### src/rtl/pll_lock_sequencer.sv
// pll_lock_sequencer: PLL reset/lock supervisor releasing video reset after stable lock; optional phase stepping under PLL_PHASE_ADJ_EN
module pll_lock_sequencer #(
   parameter int SYNC_STAGES         = 2,
   parameter int PLL_RST_CYCLES      = 16,
   parameter int LOCK_STABLE_CYCLES  = 1024,
   parameter int LOCK_TIMEOUT_CYCLES = 65536,
   parameter int MAX_RETRIES         = 7,
   parameter int CNT_W               = 17,
   parameter int RETRY_W             = 3
) (
   input  logic               clk,
   input  logic               rst,
   input  logic               pll_locked,
`ifdef PLL_PHASE_ADJ_EN
   input  logic               phase_req,
   input  logic               phase_dir,
   input  logic [1:0]         phase_sel,
   output logic               phase_busy,
   output logic [1:0]         pll_phasesel,
   output logic               pll_phasedir,
   output logic               pll_phasestep,
`endif
   output logic               pll_rst,
   output logic               video_rst,
   output logic               ready,
   output logic               fault,
   output logic [RETRY_W-1:0] retry_cnt,
   output logic [2:0]         state_dbg
);
   typedef enum logic [2:0] {
      RESET_PLL = 3'd0,
      WAIT_LOCK = 3'd1,
      STABILIZE = 3'd2,
      RUN       = 3'd3,
      FAULT     = 3'd4
   } state_t;
   localparam logic [CNT_W-1:0]   RST_LAST  = CNT_W'(PLL_RST_CYCLES - 1);
   localparam logic [CNT_W-1:0]   STB_LAST  = CNT_W'(LOCK_STABLE_CYCLES - 1);
   localparam logic [CNT_W-1:0]   TO_LAST   = CNT_W'(LOCK_TIMEOUT_CYCLES - 1);
   localparam logic [RETRY_W-1:0] RETRY_MAX = RETRY_W'(MAX_RETRIES);
   state_t                 state_q, state_d;
   logic [CNT_W-1:0]       timer_q, timer_d;
   logic [RETRY_W-1:0]     retry_q, retry_d;
   logic [SYNC_STAGES-1:0] sync_q, sync_d;
   logic                   pll_rst_q, pll_rst_d, video_rst_q, video_rst_d;
   logic                   ready_q, ready_d, fault_q, fault_d;
   logic                   lock_s, retry_go;
   assign sync_d = {sync_q[SYNC_STAGES-2:0], pll_locked};
   assign lock_s = sync_q[SYNC_STAGES-1];
   always_ff @(posedge clk) begin
      if (rst) begin
         state_q     <= RESET_PLL;
         timer_q     <= '0;
         retry_q     <= '0;
         sync_q      <= '0;
         pll_rst_q   <= 1'b1;
         video_rst_q <= 1'b1;
         ready_q     <= 1'b0;
         fault_q     <= 1'b0;
      end else begin
         state_q     <= state_d;
         timer_q     <= timer_d;
         retry_q     <= retry_d;
         sync_q      <= sync_d;
         pll_rst_q   <= pll_rst_d;
         video_rst_q <= video_rst_d;
         ready_q     <= ready_d;
         fault_q     <= fault_d;
      end
   end
   always_comb begin
      state_d  = state_q;
      timer_d  = timer_q + CNT_W'(1);
      retry_d  = retry_q;
      retry_go = 1'b0;
      case (state_q)
         RESET_PLL: if (timer_q == RST_LAST) begin
            state_d = WAIT_LOCK;
            timer_d = '0;
         end
         WAIT_LOCK: if (lock_s) begin
            state_d = STABILIZE;
            timer_d = '0;
         end else if (timer_q == TO_LAST) retry_go = 1'b1;
         STABILIZE: if (!lock_s) begin
            state_d = WAIT_LOCK;
            timer_d = '0;
         end else if (timer_q == STB_LAST) begin
            state_d = RUN;
            timer_d = '0;
         end
         RUN: begin
            timer_d  = '0;
            retry_go = !lock_s;
         end
         FAULT: timer_d = '0;
         default: begin
            state_d = RESET_PLL;
            timer_d = '0;
         end
      endcase
      // Exhausted retries park in FAULT; the counter never advances past the limit
      if (retry_go) begin
         state_d = (retry_q == RETRY_MAX) ? FAULT : RESET_PLL;
         retry_d = (retry_q == RETRY_MAX) ? retry_q : retry_q + RETRY_W'(1);
         timer_d = '0;
      end
   end
   always_comb begin
      pll_rst_d   = (state_d == RESET_PLL) || (state_d == FAULT);
      video_rst_d = state_d != RUN;
      ready_d     = state_d == RUN;
      fault_d     = state_d == FAULT;
   end
   assign pll_rst   = pll_rst_q;
   assign video_rst = video_rst_q;
   assign ready     = ready_q;
   assign fault     = fault_q;
   assign retry_cnt = retry_q;
   assign state_dbg = state_q;
`ifdef PLL_PHASE_ADJ_EN
   logic       busy_q, busy_d, step_q, step_d, dir_q, dir_d, accept;
   logic [1:0] sel_q, sel_d;
   logic [3:0] ph_q, ph_d;
   always_comb begin
      accept = ready_q && !busy_q && phase_req;
      ph_d   = accept ? 4'd0 : busy_q ? ph_q + 4'd1 : ph_q;
      sel_d  = accept ? phase_sel : sel_q;
      dir_d  = accept ? phase_dir : dir_q;
      busy_d = (state_d == RUN) && (accept || (busy_q && ph_q != 4'd8));
      step_d = !(busy_d && ph_d >= 4'd1 && ph_d <= 4'd4);
   end
   always_ff @(posedge clk) begin
      if (rst) begin
         busy_q <= 1'b0;
         step_q <= 1'b1;
         dir_q  <= 1'b1;
         sel_q  <= 2'd0;
         ph_q   <= 4'd0;
      end else begin
         busy_q <= busy_d;
         step_q <= step_d;
         dir_q  <= dir_d;
         sel_q  <= sel_d;
         ph_q   <= ph_d;
      end
   end
   assign phase_busy    = busy_q;
   assign pll_phasestep = step_q;
   assign pll_phasedir  = dir_q;
   assign pll_phasesel  = sel_q;
`endif
endmodule
### config.mk
export PLATFORM = sky130hd
export DESIGN_NAME = pll_lock_sequencer
export DESIGN_NICKNAME = d
export VERILOG_FILES = /design/src/rtl/pll_lock_sequencer.sv
export SDC_FILE = /design/constraint.sdc
export NUM_CORES = 1
export LEC_CHECK = 0
export ABC_AREA = 1
export BUFFER_PORTS_ARGS = -buffer_cell sky130_fd_sc_hd__buf_4
export CAP_MARGIN = 10
export CELL_PAD_IN_SITES_DETAIL_PLACEMENT = 0
export CELL_PAD_IN_SITES_GLOBAL_PLACEMENT = 2
export CORE_ASPECT_RATIO = 0.5
export CORE_MARGIN = 2
export CORE_UTILIZATION = 38
export CTS_BUF_LIST = sky130_fd_sc_hd__clkbuf_8
export CTS_CLUSTER_DIAMETER = 60
export DETAILED_ROUTE_END_ITERATION = 8
export HOLD_SLACK_MARGIN = 0.06
export PLACE_DENSITY_LB_ADDON = 0.15
export SLEW_MARGIN = 25
export SYNTH_ARGS = -nofsm -noshare
export SYNTH_HDL_FRONTEND = slang
export SYNTH_SLANG_ARGS = --single-unit
export TNS_END_PERCENT = 10
### constraint.sdc
create_clock -name clk -period 4.1 [get_ports clk]
set_clock_uncertainty 0.1 [all_clocks]
set_input_delay 0.41 -clock clk [delete_from_list [all_inputs] [get_ports clk]]
set_output_delay 0.41 -clock clk [all_outputs]
set_load 0.05 [all_outputs]
* Yosys cells after proc, flatten, opt, wreduce, memory -nomap -nowiden *
Index checks and enable logic that the tools add are counted.
W data, S select, Z words.

storage, ports and cells
  flip-flop bits (word level) = 29
  input port bits = 3
  logic and storage cells = 44
  output and inout port bits = 10

cells by class
  bitwise operators = 1
  muxes and demuxes = 15
  add/sub/neg operators = 2
  reduce and logical (&&, ||, !) cells = 7
  eq/ne operators = 11

operators by type and width
  operator                 count
  $mux W17                 4
  $pmux W17 S3             1
  $mux W3                  6
  $add A17 B1 Y17 const B  1
  $eq A17 B10 Y1 const B   1
  $eq A17 B16 Y1 const B   1
  $eq A17 B4 Y1 const B    1
  $pmux W3 S4              1
  $eq A3 B2 Y1 const B     3
  $eq A3 B3 Y1 const B     3
  $logic_not A3 Y1         2
  $reduce_or A2 Y1         2
  $add A3 B1 Y3 const B    1
  $eq A3 B1 Y1 const B     1
  $ne A3 B2 Y1 const B     1
  $mux W1                  2
  $pmux W1 S2              1
  $reduce_and A2 Y1        1
  $logic_not A1 Y1         1
  $logic_or A1 B1 Y1       1
  $not A1 Y1               1

* Longest topological paths before layout *
  word-level depth = 7
  gate-level depth with buffers = 13
  mapped depth without buffers = 13

* Worst setup path before layout *
Ideal clock, no wire load.

  kind = register to register
  start = register timer_q[0]
  end = register retry_q[0] (netlist: retry_cnt[0])
  path slack = 1.920 ns
  buffers on the path = 0
  cell stages (with the launch flop) = 14
  clock period less this slack = 2.180 ns
  library setup time = 0.119 ns
  arrival time = 1.961 ns
  required time = 3.881 ns
  path through = dfxtp_1 -> ha_1 -> nand2_1 -> nor3_4 -> nand4_1 -> nor3_1 -> ha_1 -> nor2_1 -> nor2_2 -> inv_1 -> nor2_2 -> inv_1 -> o21ai_0 -> a21oi_1

on the way
  longest elaborated chain between the ends = 5

ends and longest elaborated chain
  element                             line  text
  start, declared                     42    logic [CNT_W-1:0] timer_q, timer_d;
  start signal, assigned              62    timer_q <= timer_d;
  $eq A17 B16 Y1                      84    end else if (timer_q == TO_LAST) retry_go = 1'b1;
  $mux W1                             84
  $mux W1                             81    WAIT_LOCK: if (lock_s) begin
  $pmux W1 S2                         76    case (state_q)
  $reduce_and A2 Y1 (no source line)  n/a
  end signal, assigned                63    retry_q <= retry_d;
  end, declared                       43    logic [RETRY_W-1:0] retry_q, retry_d;

No other way between the ends.
A chain may end at the register's enable or synchronous reset.

* Worst setup path after layout *
Same ends and word-level chain as after synthesis.

==> metrics.yaml <==
final_layout:
  drive_gt1_share_pct: 24.5
  diodes: 0
  final_nets: 206
  syn_to_final_growth_pct: 17.1
  instances_no_fill: 251
critical_path:
  cp.arrival_ps: 2510
  rr_worst_depth: 13
  worstSetupPathType: "reg2reg"
  end_kind: "flop"
  crit_fanout: 5
  crit_required_ps: 4160
  start_kind: "flop"
logic_synthesis:
  ys_seq_elements: 29
  yosys-top-cells-count: "dfxtp_1 (29), nand2_1 (28), inv_1 (27)"
  netlist.area_leader.share_pct: 41.4
  synth.distinct_cells: 24
  async_reset_ff_share_pct: 0
  yosysTopAreaCell: "dfxtp_1"
  syn-instance-count: 181
  syn_nets: 188
  yosysWarningCount: 0
  synth-edff-count: 0
  synthTopCellsByArea: "dfxtp_1 (41%), nand2_1 (7.5%), inv_1 (7.2%)"
  synth_most_common_cell: "dfxtp_1"
  avgSynthCellArea_sq_um: 7.76
  ys_seq_area_share_pct: 41.4
  syn-cell-area_sq_um: 1400
  ys_dominant_reg_cell: "dfxtp_1"
pwr:
  fin_total_pwr_mw: 0.561
  p_per_area_nw_per_um2: 341
  vdd_drop_max_uv: 176
  leakage_nw: 0.721
detailed_routing:
  drt_iter0_markers: 54
  drc: 0
  viasPerCell: 4.39
  routedWlPerCell_microns: 10.3
  drtPass1Iterations: 4
  finalWirelength_mm: 2.60
  ant_nets: 0
  vias: 1101
min_path:
  whs_path_depth: 3
  hp-class: "in2reg"
sta:
  setup_tns_ps: 0
  slew_viol_final: 0
  fmax_mhz: 408
  setup_violations: 0
  fin_crit_sh_pct: 59.8
  tightest_slew_ps: 410
  rsz0062_at_grt: "false"
  slew_headroom_pct: 72.5
  finalHoldViolCount: 0
  period_minus_slack_ps: 2450
floorplanning:
  die_width_microns: 90.0
  core_region_area_sq_um: 3490
  die_y_microns: 47.0
  die_area_sq_um: 4230
  row_count: 15
  pin_count: 13
  start_util_pct: 40.2
global_routing:
  grt_pass1_vias: 990
  globalRoute.busiestLayer: "met1"
  overflow: 0
  grt_use_met3_pct: 6.26
  grtUsageMet1_pct: 20.3
  use_met2_pct: 19.8
  grt_max_degree: 15
  grt_pass1_wl_mm: 4.54
  antenna_found_initial: 0
  grt_use_total_pct: 14.2
clock_tree:
  numCtsBuffers: 5
  clockRootBuffer: "clkbuf_8"
  clockBufferDepth: 2
  htreeDepth: 2
  tritoncts: "yes"
  cts.clk_slew.worst_paths_ps: 70
  cts.sinks: 29
  ctsHoldBuffers: 0
  post_cts_buffers: 0
  insertion_delay_ps: 280
  cts.repair.resized: 0
placement:
  port_buffers: 12
  placed_cells: 243
  dp_hpwl_mm: 1.98
  gp_congestion: 0.716
run_status:
  status: "complete, no violations"
job:
  drv_cap: 0
==> metrics by stage <==
step	worst slack [ps]	hold slack (ps)	utilization, %	instance area, sq um
4_1_cts	1630	233	47.1	1640
5_1_grt	1310	236	47.1	1640
6_report	1650	236	47.1	1640
2_1_floorplan	1920	288	-	1400
3_5_place_dp	1650	298	44.2	1540
3_3_place_gp	1770	297	44.2	1540
==> cell families (layout without fill, tap and decap cells) <==
logic type,Yosys count,in the layout,synth area share [%]
AND/OR/NAND/NOR,101,101,37.7
adder cells (fa/ha/maj),4,4,3.57
buffers and inverters,29,48,8.56
flip-flops,29,29,41.4
XOR/XNOR,9,9,5.62
AO/OA/AOI/OAI,9,9,3.21
==> area by class of cell <==
class,count,area [sq um]
Tap cell,51,63.8
Inverter,28,105
Clock inverter,1,5.00
Clock buffer,7,96.3
Sequential cell,29,581
Fill cell,367,1850
Timing Repair Buffer,12,90.1
Multi-Input combinational cell,123,703
==> cell usage in the layout (no fill, tap or decap), drive strengths merged <==
cell type	synthesis	final
nor3	7	7
xnor2	1	1
xor2	8	8
nand4	6	6
nand3	13	13
and3	1	1
clkinv	0	1
inv	28	28
o21ai	6	6
or2	3	3
dfxtp	29	29
buf	1	12
ha	4	4
nand2	30	30
nor2	41	41
clkbuf	0	7
a21oi	3	3
==> flip-flops by register name, summed over array words and instances, names as in the netlist <==
signal / count
retry_cnt: 3
sync_q: 2
pll_rst: 1
ready: 1
state_dbg: 3
video_rst: 1
fault: 1
timer_q: 17
==> per-layer routing <==
layer / wire, microns / vias to the layer above
li1: - / 601
met1: 1570 / 480
met2: 905 / 20
met3: 122 / 0
met4: 0 / 0
met5: 0 / -
==> path summary, 6_finish.rpt <==
kind	startpoint	to	slack [ps]
setup / recovery	timer_q[0]	retry_cnt[0]	1650
hold / removal	pll_locked	sync_q[0]	240
setup reg to reg	timer_q[0]	retry_cnt[0]	1650
hold reg to reg	sync_q[0]	sync_q[1]	310
==> report_power, final <==
part           total (mW)  internal (mW)  switching [mW]
Sequential          0.288          0.285         0.00232
Clock               0.258          0.151           0.106
Combinational      0.0152        0.00580         0.00940
==> critical path, cell delays in order, from the launching register on <==
cell and delay (ps):
dfxtp_1 360, ha_1 190, nand2_1 120, nor3_4 270, nand4_1 140, nor3_1 210
ha_1 200, nor2_1 50, nor2_2 160, inv_1 80, nor2_2 160, inv_1 100
o21ai_0 150, a21oi_1 50
No activity file was read; power rests on OpenSTA's default activity.
